$ cat src/rtl/music_box_pkg.sv
// Shared types and defaults for the tone generator: wave selection codes,
// controller states, default timing/width constants and the wave shaper.
package music_box_pkg;

  typedef enum logic [1:0] {
    WAVE_SQUARE = 2'd0,
    WAVE_SAW    = 2'd1,
    WAVE_TRI    = 2'd2,
    WAVE_SILENT = 2'd3
  } wave_t;

  typedef enum logic [1:0] {
    IDLE  = 2'd0,
    WAVE  = 2'd1,
    SCALE = 2'd2
  } tone_state_t;

  localparam int DEF_TICK_DIV      = 1562;
  localparam int DEF_ACC_W         = 24;
  localparam int DEF_INC_MULT      = 524;
  localparam int DEF_STABLE_CYCLES = 4;
  localparam int FREQ_W            = 14;
  localparam int AMP_W             = 8;

  // Maps the top 9 phase bits to an unsigned 8-bit waveform value.
  function automatic logic [7:0] wave_lookup(input wave_t sel, input logic [8:0] p);
    logic [7:0] w;
    w = 8'd0;
    case (sel)
      WAVE_SQUARE: w = p[8] ? 8'd0 : 8'd255;
      WAVE_SAW:    w = p[8:1];
      WAVE_TRI:    w = p[8] ? ~p[7:0] : p[7:0];
      default:     w = 8'd0;
    endcase
    return w;
  endfunction

endpackage

$ cat src/rtl/arduino_tone_generator_if.sv
// Sample-path bundle between the SPI front end / DAC stage and the tone
// generator. The generator side uses the slave modport.
interface arduino_tone_generator_if;
  import music_box_pkg::*;

  logic [FREQ_W-1:0] inputFrequencySample;
  logic [AMP_W-1:0]  inputAmplitudeSample;
  logic [1:0]        waveSelect;
  logic [7:0]        outputSample;
  logic              outputSampleValid;
  logic              outputTick;

  modport master (
    output inputFrequencySample,
    output inputAmplitudeSample,
    output waveSelect,
    input  outputSample,
    input  outputSampleValid,
    input  outputTick
  );

  modport slave (
    input  inputFrequencySample,
    input  inputAmplitudeSample,
    input  waveSelect,
    output outputSample,
    output outputSampleValid,
    output outputTick
  );

endinterface

$ cat src/rtl/bus_stabilizer.sv
// Brings an asynchronous multi-bit word into the local clock domain and only
// accepts it once the synced value has been steady for STABLE_CYCLES
// consecutive compares. A steady input reaches pending 2+STABLE_CYCLES+1
// cycles after it first changes; a bus that keeps moving never loads.
module bus_stabilizer #(
  parameter int W             = 8,
  parameter int STABLE_CYCLES = 4
) (
  input  logic         clk,
  input  logic         rst_n,
  input  logic [W-1:0] din,
  output logic [W-1:0] pending
);

  localparam int CNT_W = $clog2(STABLE_CYCLES + 1);
  localparam logic [CNT_W-1:0] CNT_MAX = CNT_W'(STABLE_CYCLES);
  localparam logic [CNT_W-1:0] CNT_ONE = CNT_W'(1);

  logic [W-1:0]     sync1;
  logic [W-1:0]     sync2;
  logic [W-1:0]     prev;
  logic [CNT_W-1:0] stable_cnt;

  // Two-flop sync, history compare, saturating stable count and pending load.
  always_ff @(posedge clk or negedge rst_n) begin
    if (!rst_n) begin
      sync1      <= '0;
      sync2      <= '0;
      prev       <= '0;
      stable_cnt <= '0;
      pending    <= '0;
    end else begin
      sync1 <= din;
      sync2 <= sync1;
      prev  <= sync2;
      if (sync2 != prev) begin
        stable_cnt <= '0;
      end else if (stable_cnt != CNT_MAX) begin
        stable_cnt <= stable_cnt + CNT_ONE;
        // Load on the compare that brings the count to its ceiling.
        if (stable_cnt == CNT_MAX - CNT_ONE) begin
          pending <= sync2;
        end
      end
    end
  end

endmodule

$ cat src/rtl/arduino_tone_generator.sv
// Phase-accumulator tone generator. Stabilized frequency/amplitude words are
// latched on each sample tick; the phase steps with the previous tick's
// frequency, then a two-stage pipeline shapes and scales one sample per tick.
//
//   state | meaning
//   IDLE  | waiting for the sample tick
//   WAVE  | shape top phase bits into wave8 (S1)
//   SCALE | multiply by amplitude, strobe valid (S2)
//
// TICK_DIV must be at least 3 so a tick can only land while in IDLE.
module arduino_tone_generator
  import music_box_pkg::*;
#(
  parameter int TICK_DIV      = DEF_TICK_DIV,
  parameter int ACC_W         = DEF_ACC_W,
  parameter int INC_MULT      = DEF_INC_MULT,
  parameter int STABLE_CYCLES = DEF_STABLE_CYCLES
) (
  input logic                     CLK_50Mhz,
  input logic                     reset_n,
  arduino_tone_generator_if.slave bus
);

  localparam int CNT_W = $clog2(TICK_DIV);
  localparam logic [CNT_W-1:0] TICK_LAST = CNT_W'(TICK_DIV - 1);
  localparam logic [CNT_W-1:0] CNT_ONE   = CNT_W'(1);
  localparam int INC_W = FREQ_W + 10;

  logic [FREQ_W-1:0] pend_freq;
  logic [FREQ_W-1:0] acc_freq;
  logic [AMP_W-1:0]  pend_amp;
  logic [AMP_W-1:0]  acc_amp;
  logic [1:0]        wave_s1;
  logic [1:0]        wave_s2;
  logic [CNT_W-1:0]  tick_cnt;
  logic              tick;
  logic              tick_q;
  logic [ACC_W-1:0]  phase;
  logic [INC_W-1:0]  inc_full;
  logic [ACC_W-1:0]  phase_inc;
  logic [7:0]        wave8;
  logic [15:0]       product;
  logic [7:0]        sample;
  logic              sample_valid;
  tone_state_t       state;
  tone_state_t       state_nxt;
  logic              wave_load;
  logic              scale_load;

  bus_stabilizer #(.W(FREQ_W), .STABLE_CYCLES(STABLE_CYCLES)) u_freq_stab (
    .clk     (CLK_50Mhz),
    .rst_n   (reset_n),
    .din     (bus.inputFrequencySample),
    .pending (pend_freq)
  );

  bus_stabilizer #(.W(AMP_W), .STABLE_CYCLES(STABLE_CYCLES)) u_amp_stab (
    .clk     (CLK_50Mhz),
    .rst_n   (reset_n),
    .din     (bus.inputAmplitudeSample),
    .pending (pend_amp)
  );

  assign tick      = (tick_cnt == TICK_LAST);
  assign inc_full  = {10'd0, acc_freq} * INC_W'(INC_MULT);
  assign phase_inc = ACC_W'(inc_full);
  assign product   = {8'd0, wave8} * {8'd0, acc_amp};

  assign bus.outputSample      = sample;
  assign bus.outputSampleValid = sample_valid;
  assign bus.outputTick        = tick_q;

  // Wave select is quasi-static; a plain two-flop sync is enough.
  always_ff @(posedge CLK_50Mhz or negedge reset_n) begin
    if (!reset_n) begin
      wave_s1 <= 2'd0;
      wave_s2 <= 2'd0;
    end else begin
      wave_s1 <= bus.waveSelect;
      wave_s2 <= wave_s1;
    end
  end

  // Sample-rate divider: counts 0..TICK_DIV-1 and registers the tick pulse.
  always_ff @(posedge CLK_50Mhz or negedge reset_n) begin
    if (!reset_n) begin
      tick_cnt <= '0;
      tick_q   <= 1'b0;
    end else begin
      tick_cnt <= tick ? '0 : tick_cnt + CNT_ONE;
      tick_q   <= tick;
    end
  end

  // On tick: latch new settings and step the phase with the outgoing frequency.
  always_ff @(posedge CLK_50Mhz or negedge reset_n) begin
    if (!reset_n) begin
      acc_freq <= '0;
      acc_amp  <= '0;
      phase    <= '0;
    end else if (tick) begin
      acc_freq <= pend_freq;
      acc_amp  <= pend_amp;
      phase    <= (acc_freq == '0) ? '0 : phase + phase_inc;
    end
  end

  // Controller state register.
  always_ff @(posedge CLK_50Mhz or negedge reset_n) begin
    if (!reset_n) begin
      state <= IDLE;
    end else begin
      state <= state_nxt;
    end
  end

  // Controller next-state and stage enables.
  always_comb begin
    state_nxt  = state;
    wave_load  = 1'b0;
    scale_load = 1'b0;
    case (state)
      IDLE: begin
        if (tick) state_nxt = WAVE;
      end
      WAVE: begin
        wave_load = 1'b1;
        state_nxt = SCALE;
      end
      SCALE: begin
        scale_load = 1'b1;
        state_nxt  = IDLE;
      end
      default: state_nxt = IDLE;
    endcase
  end

  // S1: shape the phase; a zero frequency mutes the oscillator.
  always_ff @(posedge CLK_50Mhz or negedge reset_n) begin
    if (!reset_n) begin
      wave8 <= 8'd0;
    end else if (wave_load) begin
      wave8 <= (acc_freq == '0) ? 8'd0
                                : wave_lookup(wave_t'(wave_s2), phase[ACC_W-1 -: 9]);
    end
  end

  // S2: amplitude scale and one-cycle valid strobe.
  always_ff @(posedge CLK_50Mhz or negedge reset_n) begin
    if (!reset_n) begin
      sample       <= 8'd0;
      sample_valid <= 1'b0;
    end else begin
      sample_valid <= scale_load;
      if (scale_load) begin
        sample <= product[15:8];
      end
    end
  end

endmodule

$ cat src/flat_wrapper.sv
// flat-port wrapper written by rule: the top's interface ports become plain ports
module arduino_tone_generator_flat import music_box_pkg::*;
#(
  parameter int TICK_DIV      = DEF_TICK_DIV,
  parameter int ACC_W         = DEF_ACC_W,
  parameter int INC_MULT      = DEF_INC_MULT,
  parameter int STABLE_CYCLES = DEF_STABLE_CYCLES
)
  (CLK_50Mhz, reset_n, bus_inputFrequencySample, bus_inputAmplitudeSample, bus_waveSelect, bus_outputSample, bus_outputSampleValid, bus_outputTick);
  arduino_tone_generator_if bus_i ();
  input logic CLK_50Mhz;
  input logic reset_n;
  input wire logic [$bits(bus_i.inputFrequencySample)-1:0] bus_inputFrequencySample;
  input wire logic [$bits(bus_i.inputAmplitudeSample)-1:0] bus_inputAmplitudeSample;
  input wire logic [$bits(bus_i.waveSelect)-1:0] bus_waveSelect;
  output wire logic [$bits(bus_i.outputSample)-1:0] bus_outputSample;
  output wire logic [$bits(bus_i.outputSampleValid)-1:0] bus_outputSampleValid;
  output wire logic [$bits(bus_i.outputTick)-1:0] bus_outputTick;
  assign bus_i.inputFrequencySample = bus_inputFrequencySample;
  assign bus_i.inputAmplitudeSample = bus_inputAmplitudeSample;
  assign bus_i.waveSelect = bus_waveSelect;
  assign bus_outputSample = bus_i.outputSample;
  assign bus_outputSampleValid = bus_i.outputSampleValid;
  assign bus_outputTick = bus_i.outputTick;
  arduino_tone_generator #(.TICK_DIV(TICK_DIV), .ACC_W(ACC_W), .INC_MULT(INC_MULT), .STABLE_CYCLES(STABLE_CYCLES)) u_core (.CLK_50Mhz(CLK_50Mhz), .reset_n(reset_n), .bus(bus_i));
endmodule
$ cat config.mk
export PLATFORM = sky130hd
export DESIGN_NAME = arduino_tone_generator_flat
export DESIGN_NICKNAME = d
export VERILOG_FILES = /design/src/rtl/music_box_pkg.sv /design/src/rtl/arduino_tone_generator_if.sv /design/src/rtl/bus_stabilizer.sv /design/src/rtl/arduino_tone_generator.sv /design/src/flat_wrapper.sv
export SDC_FILE = /design/constraint.sdc
export NUM_CORES = 1
export LEC_CHECK = 0
export BUFFER_PORTS_ARGS = -buffer_cell sky130_fd_sc_hd__buf_2
export CAP_MARGIN = 30
export CORE_UTILIZATION = 45
export CTS_BUF_LIST = sky130_fd_sc_hd__clkbuf_4 sky130_fd_sc_hd__clkbuf_8 sky130_fd_sc_hd__clkbuf_16
export DETAILED_ROUTE_END_ITERATION = 16
export PLACE_DENSITY_LB_ADDON = 0.3
export SYNTH_ARGS = -nofsm -noshare
export SYNTH_HDL_FRONTEND = slang
export SYNTH_SLANG_ARGS = --single-unit
$ cat constraint.sdc
create_clock -name CLK_50Mhz -period 4.8 [get_ports CLK_50Mhz]
set_clock_uncertainty 0.2 [all_clocks]
set_input_delay 0.96 -clock CLK_50Mhz [delete_from_list [all_inputs] [get_ports CLK_50Mhz]]
set_output_delay 0.96 -clock CLK_50Mhz [all_outputs]
set_load 0.05 [all_outputs]
# Yosys cells after proc, flatten, opt, wreduce, memory -nomap -nowiden
# Index checks and enable logic that the tools add are counted.
dict set report totals {
  reg_bits 175
  in_bits 26
  out_inout_bits 10
}
dict set report op_classes {
  addsub 4
  n_mul 2
  n_eq_ne 12
  mux 14
  bitwise_logic 3
  reduce_logical 7
}
# cell count
set op_table {}
lappend op_table {{$add 24x24->24} 1}
lappend op_table {{$mux 24} 1}
lappend op_table {{$mux 8} 3}
lappend op_table {{$pmux 8 s3} 1}
lappend op_table {{$mul 14x8->22 const B} 1}
lappend op_table {{$mul 8x8->16} 1}
lappend op_table {{$logic_not 14->1} 1}
lappend op_table {{$ne 14x14->1} 1}
lappend op_table {{$mux 3} 4}
lappend op_table {{$add 11x1->11 const B} 1}
lappend op_table {{$eq 11x11->1 const B} 1}
lappend op_table {{$mux 11} 1}
lappend op_table {{$ne 8x8->1} 1}
lappend op_table {{$not 8->8} 1}
lappend op_table {{$add 3x1->3 const B} 2}
lappend op_table {{$eq 3x2->1 const B} 2}
lappend op_table {{$ne 3x3->1 const B} 2}
lappend op_table {{$reduce_and 3->1} 2}
lappend op_table {{$eq 2x1->1 const B} 2}
lappend op_table {{$eq 2x2->1 const B} 2}
lappend op_table {{$logic_not 2->1} 2}
lappend op_table {{$pmux 2 s2} 1}
lappend op_table {{$reduce_bool 2->1} 2}
lappend op_table {{$mux 1} 2}
lappend op_table {{other kinds (3)} 4}

# Longest topological paths before layout
# Gate-level depths: netlist (run 1).
dict set report depth {
  word_depth 4
  depth_mapped 23
}

# By module
# Synthesis (run 1) repeated with hierarchy kept, for this count alone.
dict set report unflattened {
  hier_cells 1029
  area_unflattened_um2 10667.7
}
# module instances cells_each area_each_um2 seq_area_each_um2
set modules_own_cells {}
lappend modules_own_cells {arduino_tone_generator 1 853 7538.5 1976.9}
lappend modules_own_cells {{bus_stabilizer at u_core.u_freq_stab} 1 108 1968.1 1476.4}
lappend modules_own_cells {{bus_stabilizer at u_core.u_amp_stab} 1 68 1161.1 875.8}

# Least setup slack after synthesis (run 1)
# No wires, ideal clock.
dict set report synth_path {
  path_kind {register -> register}
  start {register u_core.acc_freq[8]}
  end {register u_core.phase[23]}
  t_arrival_ns 4.411
  required_ns 4.468
  slack_ns 0.058
  path_stages_with_launch 23
  path_buffers 1
  synth_period_minus_slack_ns 4.742
  cell_sequence {dfrtp_1 inv_1 ha_1 ha_1 inv_1 fa_1 inv_1 ha_1 clkbuf_1 a21oi_1 o22a_1 o311a_1 o211a_1 nor2b_1 o21ai_0 xnor2_1 ha_1 nand2_1 o21ai_1 a2111o_1 a31oi_4 mux2i_1 o211ai_1}
}
dict set report synth_via {
  elab_chain_len 3
}
# item line_no
set synth_lines {}
lappend synth_lines {{start, declared} arduino_tone_generator.sv:30} ;# logic [FREQ_W-1:0] acc_freq;
lappend synth_lines {{start signal, assigned} arduino_tone_generator.sv:102} ;# acc_freq <= pend_freq;
lappend synth_lines {{$mul 14x8->22} arduino_tone_generator.sv:65} ;# assign inc_full = {10'd0, acc_freq} * INC_W'(INC_MULT);
lappend synth_lines {{$add 24x24->24} arduino_tone_generator.sv:104} ;# phase <= (acc_freq == '0) ? '0 : phase + phase_inc;
lappend synth_lines {{$mux 24 *} arduino_tone_generator.sv:104}
lappend synth_lines {{end signal, assigned} arduino_tone_generator.sv:104}
lappend synth_lines {{end, declared} arduino_tone_generator.sv:38} ;# logic [ACC_W-1:0] phase;
# Every way passes the cells marked *; elsewhere a longest branch is shown, timed or not.
# A chain may end at the register's enable or synchronous reset.

# Worst setup path in the final report (run 1)
dict set report layout_path {
  start {register u_core.acc_freq[10]}
  end {register u_core.phase[23]}
}
# Same word-level chain as after synthesis.

==> implementation parameters, run 1 <==
Parameter                              Value

Placement
  Cell Area, Placed    11400 um^2
  Final weighted congestion in routability-driven placement    about 0.87
  Final HPWL DP    around 15000 um
  Number of port buffers    35
  Dpl cells    around 1400

Synth
  Nets in the synthesized netlist    about 1200
  Cell Area, Synth    ~11000 um^2
  Leading post-synthesis cells by cell area    dfrtp_1 41%, ha_1 13%, fa_1 8.3%, nand2_1 4.9%, inv_1 4.2%
  Post-synth EDFFs    0
  Per-instance average area after synthesis    10.4 um^2
  Total number of yosys warnings    0
  Post-synthesis cell type count    just over 60
  Cell with the most instances after synthesis    dfrtp_1
  Library cell with the largest summed area after synthesis    dfrtp_1
  Number of cells produced by synthesis    a little over 1000
  Commonest cells in the netlist    173 x dfrtp_1, 137 x nand2_1, 118 x inv_1
  FF+latch count, synth    173
  Fraction of synthesized cell area taken by the top area cell type    41.0%
  Dominant register cell in the synthesized netlist    dfrtp_1
  Post-synth ARST share    100%
  Share of synthesized area occupied by flip-flops and latches    between 40% and 50%

Power
  Net switching power of the design    roughly 0.67 mW
  Cell Int Power    between 2 and 2.5 mW
  Switching Fraction    23.2%
  Peak VDD IR    about 0.23 mV
  Sequential group share of total power    52.2%
  Clock group share of total power    between 40% and 50%
  Power share of the combinational group    2.2%
  Pwr per Cell Area    roughly 230 nW/um^2
  Total power consumption of the routed design    a little under 3 mW
  Pleak    6.20 nW

Floorplanning
  DIE HEIGHT    around 160 um
  Effective utilization at floorplan    46.2%
  Die footprint    ~24000 um^2
  Die width    between 150 and 200 um
  Ports placed on the boundary    36
  Core area    22800 um^2
  Cell row count    55

Layout
  Design area    about 13000 um^2
  Synthesis-to-layout area growth    18.7%
  Count of non-filler cells in the finished layout    ~1400
  Net total in the final layout    1286
  Final standard cell utilization of the core    54.8%
  Number of diodes added for antenna fixing    0
  Ratio of cells with drive above 1 in the final layout    between 20% and 30%

Setup path
  CP Max Fanout    4
  Worst setup EP type    flip-flop
  Worst stage delay on the critical path    between 0.4 and 0.5 ns
  Kind of cell adding the most delay to the critical path    adder cells
  Crit-path cells    ha_1 -> ha_1 -> inv_1 -> fa_1 -> inv_2 -> ha_4 -> buf_4 -> nand2_1 -> o21ba_4 -> o21ai_4 -> xor2_2 -> ha_4 -> a21oi_2 -> nand2_2 -> a21o_1 -> a2111o_1 -> a31oi_4 -> mux2i_1 -> o211ai_1
  Data arrival time at the worst-slack endpoint    4.79 ns
  Buffers and inverters on the worst path    3
  CP startpoint kind    flip-flop
  Slowest-stage cell, CP    fa_1
  Crit Path Category    flip-flop to flip-flop
  Endpoint required time on the critical path    around 4.9 ns

Clock network
  Number of H-tree branching levels    4
  Clk slew on worst S/H paths    about 0.07 ns
  Clock latency at the later pin of the worst-skew pair    0.43 ns
  Buffer depth of the longest clock path    2
  CTS sink cnt    173
  Buffer cell driving the clock tree root    clkbuf_16
  Number of buffers created by CTS    17
  TritonCTS clock tree    built

Global route
  Combined global-route utilization of all metal layers    17.8%
  Remaining global-route overflow    0
  Pin count of the biggest net entering global routing    101
  Number of antenna violations at the first check in global routing    0
  First-pass GRT wire length    34000 um
  Via count of the first global-routing pass    7139

Drt
  Via density per instance    around 5.1
  Number of DRC violations after detailed routing    0
  Remaining number of nets flagged by the antenna check after routing    0
  Pre-antenna DRT Iters    5
  Detailed Route WL    roughly 21000 um
  Starting DRT DRC Count    297
  Total number of vias    7251
  Wire per inst    about 15 um

Timing
  Pins Over Slew Limit    0
  RSZ-0062 raised after global routing    true
  Timing-limited maximum frequency    213 MHz
  Total Neg Setup Slack    0 ns
  Finish-stage setup viols    0
  Relative slew margins    49.9%
  Number of hold violations in the final report    0
  Actual slew at the worst max-slew pin    0.749 ns
  Minimum period implied by the final worst setup slack    4.68 ns
  Final worst-path cycle share    between 90% and 100%

Job
  Max-capacitance violation count    0

Min path
  Hold Path Class    flip-flop to flip-flop

Run status
  Status    finished clean
cell families (layout without fill, tap and decap cells):
group,Yosys count,count (layout),share of synthesized area [%]
AND/OR/NAND/NOR,264,264,12.1
flip-flops,173,173,41.0
AO/OA/AOI/OAI,171,171,10.9
adder cells (fa/ha/maj),157,157,21.7
buffers and inverters,149,250,5.33
XOR/XNOR,78,78,6.47
multiplexers,23,23,2.44
path summary, 6_finish.rpt:
path                                                        start                                     end  slack [ns]  cells past startpoint
min reg2reg                u_core.u_freq_stab.sync1[11]$_DFF_PN0_  u_core.u_freq_stab.sync2[11]$_DFF_PN0_        0.15                      0
max                               u_core.acc_freq[10]$_DFFE_PN0P_            u_core.phase[23]$_DFFE_PN0P_        0.12                     19
min                        u_core.u_freq_stab.sync1[11]$_DFF_PN0_  u_core.u_freq_stab.sync2[11]$_DFF_PN0_        0.15                      0
min in group asynchronous                                 reset_n   u_core.u_freq_stab.sync1[2]$_DFF_PN0_        0.31                      2
max in group asynchronous                                 reset_n           u_core.acc_amp[4]$_DFFE_PN0P_        3.27                      3
max reg2reg                       u_core.acc_freq[10]$_DFFE_PN0P_            u_core.phase[23]$_DFFE_PN0P_        0.12                     19
power groups by stage:
stage,Combinational (mW),Sequential (mW),Clock (mW)
6_report,0.0649,1.51,1.32
5_1_grt,0.0753,1.51,1.40
3_3_place_gp,0.0648,1.53,0
3_5_place_dp,0.0656,1.53,0
4_1_cts,0.0657,1.51,1.36
2_1_floorplan,0.0219,1.53,0
state kept, by name, indices dropped and copies added (netlist names), 11 cells and up:
signal	count
u_core.u_freq_stab.sync1	14
u_core.u_freq_stab.pending	14
u_core.u_freq_stab.prev	14
u_core.acc_freq	14
u_core.phase	22
u_core.u_freq_stab.sync2	14
u_core.tick_cnt	11
timing repair:
| action | 4_1_cts | 5_1_grt |
|---|---|---|
| pin swaps | 1 | 50 |
| hold buffers | 0 | 0 |
| gates resized for setup | 3 | 79 |
| hold endpoints to repair | 0 | 0 |
| buffers inserted | 0 | 17 |
| endpoints found under the setup margin | 2 | 9 |
area by class of cell:
class / count / area [um^2]
Tap cell: 313 / 392
Inverter: 119 / 449
Multi-Input combinational cell: 693 / 6090
Fill cell: 2021 / 10300
Clock inverter: 12 / 101
Clock buffer: 20 / 454
Timing Repair Buffer: 99 / 698
Sequential cell: 173 / 4340
metal layers:
layer	routed length, um	track usage [%]
met4	297	5.89
met5	0	0
met1	9590	23.4
met2	10400	29.6
met3	610	3.34
stage by stage:
stage / hold slack [ns] / setup slack (ns)
floorplan: 0.131 / 0.0576
global placement: 0.131 / 0.0623
detailed placement: 0.135 / -0.0175
CTS: 0.149 / 0.00116
global route: 0.152 / -0.0974
finish: 0.146 / 0.115
cells in the final DEF, fill, tap and decap left out, types with 4 or more instances in the layout:
master	n
xnor2_1	43
nor4_1	4
o21a_1	4
a21oi_4	4
o211ai_1	4
nand3_1	18
o21ai_1	10
o21ai_0	47
o31ai_1	6
nor3_1	6
a21oi_1	28
or3_1	5
ha_1	91
nand2_1	134
inv_1	108
nor2b_1	8
nand2b_1	11
fa_1	43
mux2_2	19
clkbuf_16	17
and3_1	5
inv_6	6
and2_1	26
buf_2	34
ha_4	19
a21oi_2	8
a22o_1	8
dfrtp_2	5
a21o_1	17
nor2_1	14
inv_2	10
dfrtp_1	168
nand4_1	10
xor2_1	32
buf_4	61
a211oi_1	4
worst reg2reg max path: stages, from the launching register on:
cell	delay (ns)
dfrtp_1	0.40
ha_1	0.31
ha_1	0.31
inv_1	0.05
fa_1	0.49
inv_2	0.05
ha_4	0.29
buf_4	0.11
nand2_1	0.06
o21ba_4	0.23
o21ai_4	0.15
xor2_2	0.26
ha_4	0.26
a21oi_2	0.15
nand2_2	0.07
a21o_1	0.19
a2111o_1	0.43
a31oi_4	0.22
mux2i_1	0.21
o211ai_1	0.10
No activity file was read; power rests on OpenSTA's default activity.
==> run 2: changes to the inputs <==
RECOVER_POWER = 25   (was not set)
==> implementation parameters, run 2 (synthesized netlist as in run 1, its figures left out) <==
Parameter                              Value

Setup path
  Slowest-stage cell, CP    fa_1 (unchanged)
  Data arrival time at the worst-slack endpoint    4.78 ns (was 4.79 ns)
  CP startpoint kind    flip-flop (unchanged)
  Buffers and inverters on the worst path    3 (unchanged)
  Crit-path cells    ha_1 -> ha_1 -> inv_1 -> fa_1 -> inv_2 -> ha_4 -> buf_4 -> nand2_1 -> o21ba_4 -> o21ai_4 -> xor2_2 -> ha_4 -> a21oi_2 -> nand2_2 -> a21o_1 -> a2111o_1 -> a31oi_4 -> mux2i_1 -> o211ai_1 (unchanged)
  Crit Path Category    flip-flop to flip-flop (unchanged)
  Worst setup EP type    flip-flop (unchanged)
  CP Max Fanout    4 (unchanged)
  Endpoint required time on the critical path    4.90 ns (about the same)
  Kind of cell adding the most delay to the critical path    adder cells (unchanged)
  Worst stage delay on the critical path    0.49 ns (about the same)

Clock network
  Buffer depth of the longest clock path    2 (unchanged)
  Buffer cell driving the clock tree root    clkbuf_16 (unchanged)
  Number of H-tree branching levels    4 (unchanged)
  Clock latency at the later pin of the worst-skew pair    0.43 ns (about the same)
  Clk slew on worst S/H paths    0.07 ns (about the same)
  Number of buffers created by CTS    17 (unchanged)
  CTS sink cnt    173 (unchanged)
  # hold bufs at CTS    0 (unchanged)
  TritonCTS clock tree    built (unchanged)

Drt
  Detailed Route WL    20800 um (about the same)
  Pre-antenna DRT Iters    4 (was 5)
  Wire per inst    14.5 um (was 14.6 um)
  Via density per instance    5.06 (was 5.07)
  Starting DRT DRC Count    254 (was 297)
  Number of DRC violations after detailed routing    0 (unchanged)
  Total number of vias    7224 (was 7251)
  Remaining number of nets flagged by the antenna check after routing    0 (unchanged)

Timing
  Minimum period implied by the final worst setup slack    4.68 ns (about the same)
  Actual slew at the worst max-slew pin    2.51 ns (was 0.749 ns)
  RSZ-0062 raised after global routing    true (unchanged)
  Total Neg Setup Slack    0 ns (unchanged)
  Relative slew margins    -67.4% (was 49.9%)
  Number of hold violations in the final report    0 (unchanged)
  Pins Over Slew Limit    100 (was 0)
  Final worst-path cycle share    97.5% (was 97.6%)
  Finish-stage setup viols    0 (unchanged)
  Timing-limited maximum frequency    214 MHz (was 213 MHz)

Power
  Peak VDD IR    0.224 mV (was 0.227 mV)
  Pleak    6.18 nW (was 6.20 nW)
  Total power consumption of the routed design    2.88 mW (was 2.89 mW)
  Pwr per Cell Area    231 nW/um^2 (was 230 nW/um^2)

Layout
  Final standard cell utilization of the core    54.7% (was 54.8%)
  Number of diodes added for antenna fixing    0 (unchanged)
  Most used cells in the layout excluding fill and tap cells    168 x dfrtp_1, 134 x nand2_1, 108 x inv_1, 91 x ha_1, 61 x buf_4 (unchanged)
  Ratio of cells with drive above 1 in the final layout    20.7% (was 21.0%)
  Fill cell count    2025 (was 2021)
  Most frequent standard cell in the layout excluding fill and tap cells    dfrtp_1 (unchanged)
  Register containing the most flip-flops in the final layout    u_core.phase (unchanged)
  Design area    12500 um^2 (about the same)
  Count of non-filler cells in the finished layout    1429 (unchanged)
  Synthesis-to-layout area growth    18.4% (was 18.7%)
  Sequential Area    4340 um^2 (unchanged)
  Max reg flops    22 (unchanged)
  Net total in the final layout    1286 (unchanged)
  Area of the multi-input gates    6090 um^2 (unchanged)

Floorplanning
  Die width    155 um (unchanged)
  Ports placed on the boundary    36 (unchanged)
  Cell row count    55 (unchanged)
  Effective utilization at floorplan    46.2% (unchanged)
  DIE HEIGHT    155 um (unchanged)
  Die footprint    24100 um^2 (unchanged)
  Core area    22800 um^2 (unchanged)

Global route
  Pin count of the biggest net entering global routing    101 (unchanged)
  Remaining global-route overflow    0 (unchanged)
  Number of antenna violations at the first check in global routing    0 (unchanged)
  Combined global-route utilization of all metal layers    17.8% (unchanged)
  First-pass GRT wire length    34000 um (unchanged)
  Via count of the first global-routing pass    7139 (unchanged)

Placement
  Final HPWL DP    14900 um (unchanged)
  Cell Area, Placed    11400 um^2 (unchanged)
  Dpl cells    1379 (unchanged)
  Number of port buffers    35 (unchanged)
  Final weighted congestion in routability-driven placement    0.869 (unchanged)

Min path
  Hold Path Class    flip-flop to flip-flop (unchanged)

Run status
  Violated checks    capacitance limit, slew limit
  Status    finished with violations (was finished clean)

Job
  Max-capacitance violation count    1 (was 0)
==> run 2: cell types whose count changed in the layout (fill, tap and decap cells not counted) <==
cell | previous run | this run
clkbuf_2 | 0 | 1
buf_6 | 2 | 1
clkbuf_1 | 0 | 2
buf_16 | 1 | 0
buf_2 | 34 | 32
clkdlybuf4s25_1 | 0 | 1
==> run 2: per-layer routing <==
layer	up-vias	global-route usage (%)	wire length [um]
li1	3552	-	-
met1	3551	23.4	9550
met2	96	29.6	10400
met3	25	3.34	587
met4	0	5.89	278
met5	-	0	0
==> run 2: what timing repair did <==
item / in CTS / in global routing
setup endpoints to repair: 2 / 9
buffers inserted: 0 / 17
pin swaps: 1 / 50
resized for setup: 3 / 79
==> run 2: worst paths after layout <==
check	startpoint	to	slack (ns)	cells after the start
min in group asynchronous	reset_n	u_core.u_freq_stab.sync1[2]$_DFF_PN0_	1.31	2
setup / recovery	u_core.acc_freq[10]$_DFFE_PN0P_	u_core.phase[23]$_DFFE_PN0P_	0.12	19
hold / removal	u_core.u_freq_stab.sync1[9]$_DFF_PN0_	u_core.u_freq_stab.sync2[9]$_DFF_PN0_	0.14	0
setup reg to reg	u_core.acc_freq[10]$_DFFE_PN0P_	u_core.phase[23]$_DFFE_PN0P_	0.12	19
max in group asynchronous	reset_n	u_core.wave8[4]$_DFFE_PN0N_	1.40	2
hold reg to reg	u_core.u_freq_stab.sync1[9]$_DFF_PN0_	u_core.u_freq_stab.sync2[9]$_DFF_PN0_	0.14	0
==> run 2: cell type report <==
type / count / area share [%]
Inverter: 119 / 3.59
Clock inverter: 12 / 0.811
Timing Repair Buffer: 99 / 5.38
Clock buffer: 20 / 3.63
Sequential cell: 173 / 34.7
Tap cell: 313 / 3.13
Multi-Input combinational cell: 693 / 48.8
==> run 2: power by group <==
group / internal [mW] / total (mW) / switching (mW)
registers: 1.49 / 1.51 / 0.0184
logic: 0.0224 / 0.0622 / 0.0398
clock network: 0.704 / 1.31 / 0.611
total: 2.21 / 2.88 / 0.669
==> run 2: stage by stage <==
step | worst slack, ns | hold WS (ns)
floorplan | 0.0576 | 0.131
global placement | 0.0623 | 0.131
detailed placement | -0.0175 | 0.135
CTS | 0.00116 | 0.149
global route | -0.0974 | 0.152
finish | 0.121 | 0.145
==> run 3: changes to the inputs <==
SETUP_SLACK_MARGIN = 0.4   (was not set)
==> implementation parameters, run 3 (synthesized netlist as in run 1, its figures left out) <==
Parameter                              Value

Run status
  Status    finished with violations (unchanged)
  Violated checks    capacitance limit, slew limit (unchanged)

Layout
  Design area    12700 um^2 (was 12500 um^2)
  Final standard cell utilization of the core    55.5% (was 54.7%)
  Sequential Area    4340 um^2 (about the same)
  Net total in the final layout    1297 (was 1286)
  Area of the multi-input gates    6140 um^2 (was 6090 um^2)
  Synthesis-to-layout area growth    20.1% (was 18.4%)
  Number of diodes added for antenna fixing    0 (unchanged)
  Fill cell count    1915 (was 2025)
  Count of non-filler cells in the finished layout    1439 (was 1429)
  Register containing the most flip-flops in the final layout    u_core.phase (unchanged)
  Ratio of cells with drive above 1 in the final layout    23.5% (was 20.7%)
  Max reg flops    22 (unchanged)
  Most frequent standard cell in the layout excluding fill and tap cells    dfrtp_1 (unchanged)
  Most used cells in the layout excluding fill and tap cells    164 x dfrtp_1, 129 x nand2_1, 104 x inv_1, 96 x ha_1, 69 x buf_4 (was 168 x dfrtp_1, 134 x nand2_1, 108 x inv_1, 91 x ha_1, 61 x buf_4)

Clock network
  Buffer depth of the longest clock path    2 (unchanged)
  Clk slew on worst S/H paths    0.08 ns (was 0.07 ns)
  TritonCTS clock tree    built (unchanged)
  Number of H-tree branching levels    4 (unchanged)
  Buffer cell driving the clock tree root    clkbuf_16 (unchanged)
  Clock latency at the later pin of the worst-skew pair    0.43 ns (about the same)
  Number of buffers created by CTS    17 (unchanged)
  CTS sink cnt    173 (unchanged)
  # hold bufs at CTS    0 (unchanged)

Setup path
  CP Max Fanout    5 (was 4)
  Reg2reg setup slack    0.07 ns (was 0.12 ns)
  Endpoint required time on the critical path    4.89 ns (was 4.90 ns)
  Crit Path Category    flip-flop to flip-flop (unchanged)
  Data arrival time at the worst-slack endpoint    4.82 ns (was 4.78 ns)
  CP startpoint kind    flip-flop (unchanged)
  Worst setup EP type    flip-flop (unchanged)

Floorplanning
  Core area    22800 um^2 (unchanged)
  Die width    155 um (unchanged)
  Ports placed on the boundary    36 (unchanged)
  Die footprint    24100 um^2 (unchanged)
  Cell row count    55 (unchanged)
  Effective utilization at floorplan    46.2% (unchanged)
  DIE HEIGHT    155 um (unchanged)

Placement
  Final HPWL DP    15100 um (was 14900 um)
  Cell Area, Placed    11300 um^2 (was 11400 um^2)
  Number of port buffers    35 (unchanged)
  Worst setup timing slack at the placement stage    -0.0432 ns (was -0.0175 ns)
  Dpl cells    1369 (was 1379)
  Final weighted congestion in routability-driven placement    0.906 (was 0.869)

Min path
  Hold Path Class    flip-flop to flip-flop (unchanged)

Global route
  Number of antenna violations at the first check in global routing    0 (unchanged)
  Remaining global-route overflow    0 (unchanged)
  Combined global-route utilization of all metal layers    18.1% (was 17.8%)
  Pin count of the biggest net entering global routing    71 (was 101)
  Via count of the first global-routing pass    7304 (was 7139)
  First-pass GRT wire length    34800 um (was 34000 um)

Timing
  Final worst-path cycle share    98.6% (was 97.5%)
  Worst slack on hold paths    0.147 ns (was 0.145 ns)
  Timing-limited maximum frequency    211 MHz (was 214 MHz)
  Minimum setup slack in the final design    0.0662 ns (was 0.121 ns)
  Relative slew margins    -106% (was -67.4%)
  Minimum period implied by the final worst setup slack    4.73 ns (was 4.68 ns)
  Actual slew at the worst max-slew pin    3.09 ns (was 2.51 ns)
  Number of hold violations in the final report    0 (unchanged)
  Finish-stage setup viols    0 (unchanged)
  RSZ-0062 raised after global routing    true (unchanged)
  Pins Over Slew Limit    71 (was 100)

Drt
  Wire per inst    14.7 um (was 14.5 um)
  Pre-antenna DRT Iters    4 (unchanged)
  Detailed Route WL    21200 um (was 20800 um)
  Met3 wire length    539 um (was 587 um)
  Number of DRC violations after detailed routing    0 (unchanged)
  Wl on met1    9620 um (was 9550 um)
  Total number of vias    7325 (was 7224)
  Wire length on met2    10800 um (was 10400 um)
  Via density per instance    5.09 (was 5.06)
  Uppermost signal routing layer after detailed routing    met4 (unchanged)
  Starting DRT DRC Count    356 (was 254)
  Remaining number of nets flagged by the antenna check after routing    0 (unchanged)

Power
  Peak VDD IR    0.230 mV (was 0.224 mV)
  Pwr per Cell Area    234 nW/um^2 (was 231 nW/um^2)
  Pleak    6.28 nW (was 6.18 nW)

Job
  Max-capacitance violation count    1 (unchanged)
## run 3: power breakdown
| group | switching [mW] | internal [mW] | leakage [nW] |
|---|---|---|---|
| logic | 0.0411 | 0.0219 | 3.77 |
| registers | 0.0182 | 1.49 | 2.23 |
| clock network | 0.641 | 0.750 | 0.280 |
| total | 0.701 | 2.26 | 6.28 |
## run 3: final timing paths
check / startpoint / to / depth (start not counted)
hold / removal: u_core.u_freq_stab.sync1[2]$_DFF_PN0_ / u_core.u_freq_stab.sync2[2]$_DFF_PN0_ / 0
min in group asynchronous: reset_n / u_core.u_freq_stab.sync1[2]$_DFF_PN0_ / 1
setup / recovery: u_core.acc_freq[8]$_DFFE_PN0P_ / u_core.phase[23]$_DFFE_PN0P_ / 21
max in group asynchronous: reset_n / u_core.wave8[4]$_DFFE_PN0N_ / 1
hold reg to reg: u_core.u_freq_stab.sync1[2]$_DFF_PN0_ / u_core.u_freq_stab.sync2[2]$_DFF_PN0_ / 0
setup reg to reg: u_core.acc_freq[8]$_DFFE_PN0P_ / u_core.phase[23]$_DFFE_PN0P_ / 21
## run 3: repair_timing
item | 4_1_cts | 5_1_grt
endpoints found under the setup margin | 14 | 17
pin swaps | 50 | 48
buffers inserted | 25 | 14
resized for setup | 53 | 60
## run 3: cell type report
class	count	share of cell area, %
sequential	173	34.3
clock buffer	18	3.47
timing repair buffer	110	6.01
clock inverter	13	1.17
tap	313	3.09
multi-input combinational	693	48.5
inverter	119	3.54
## run 3: per-layer routing
metal  vias to the layer above  GRT usage [%]
met5                         -              0
met4                         0           5.56
met3                        23           2.34
met2                       101           31.4
met1                      3630           23.6
li1                       3571              -
## run 3: through the flow
stage / power (mW) / setup TNS (ns)
after floorplan: 1.55 / 0
after global placement: 1.60 / 0
after detailed placement: 1.60 / -0.0595
after CTS: 3.01 / 0
after global routing: 3.07 / -0.0938
final: 2.96 / 0
## run 3: critical path, cell delays in order (launching register included)
cell	delay (ns)
dfrtp_1	0.43
inv_2	0.08
ha_4	0.25
ha_4	0.25
inv_2	0.03
fa_1	0.51
inv_2	0.05
ha_4	0.29
nand4_1	0.09
o311a_1	0.39
buf_4	0.15
o21bai_4	0.12
a21o_1	0.14
a21oi_2	0.05
xnor2_1	0.13
ha_1	0.34
o21a_1	0.18
o31a_1	0.13
o31a_2	0.32
a31oi_4	0.17
mux2i_1	0.21
o211ai_1	0.10
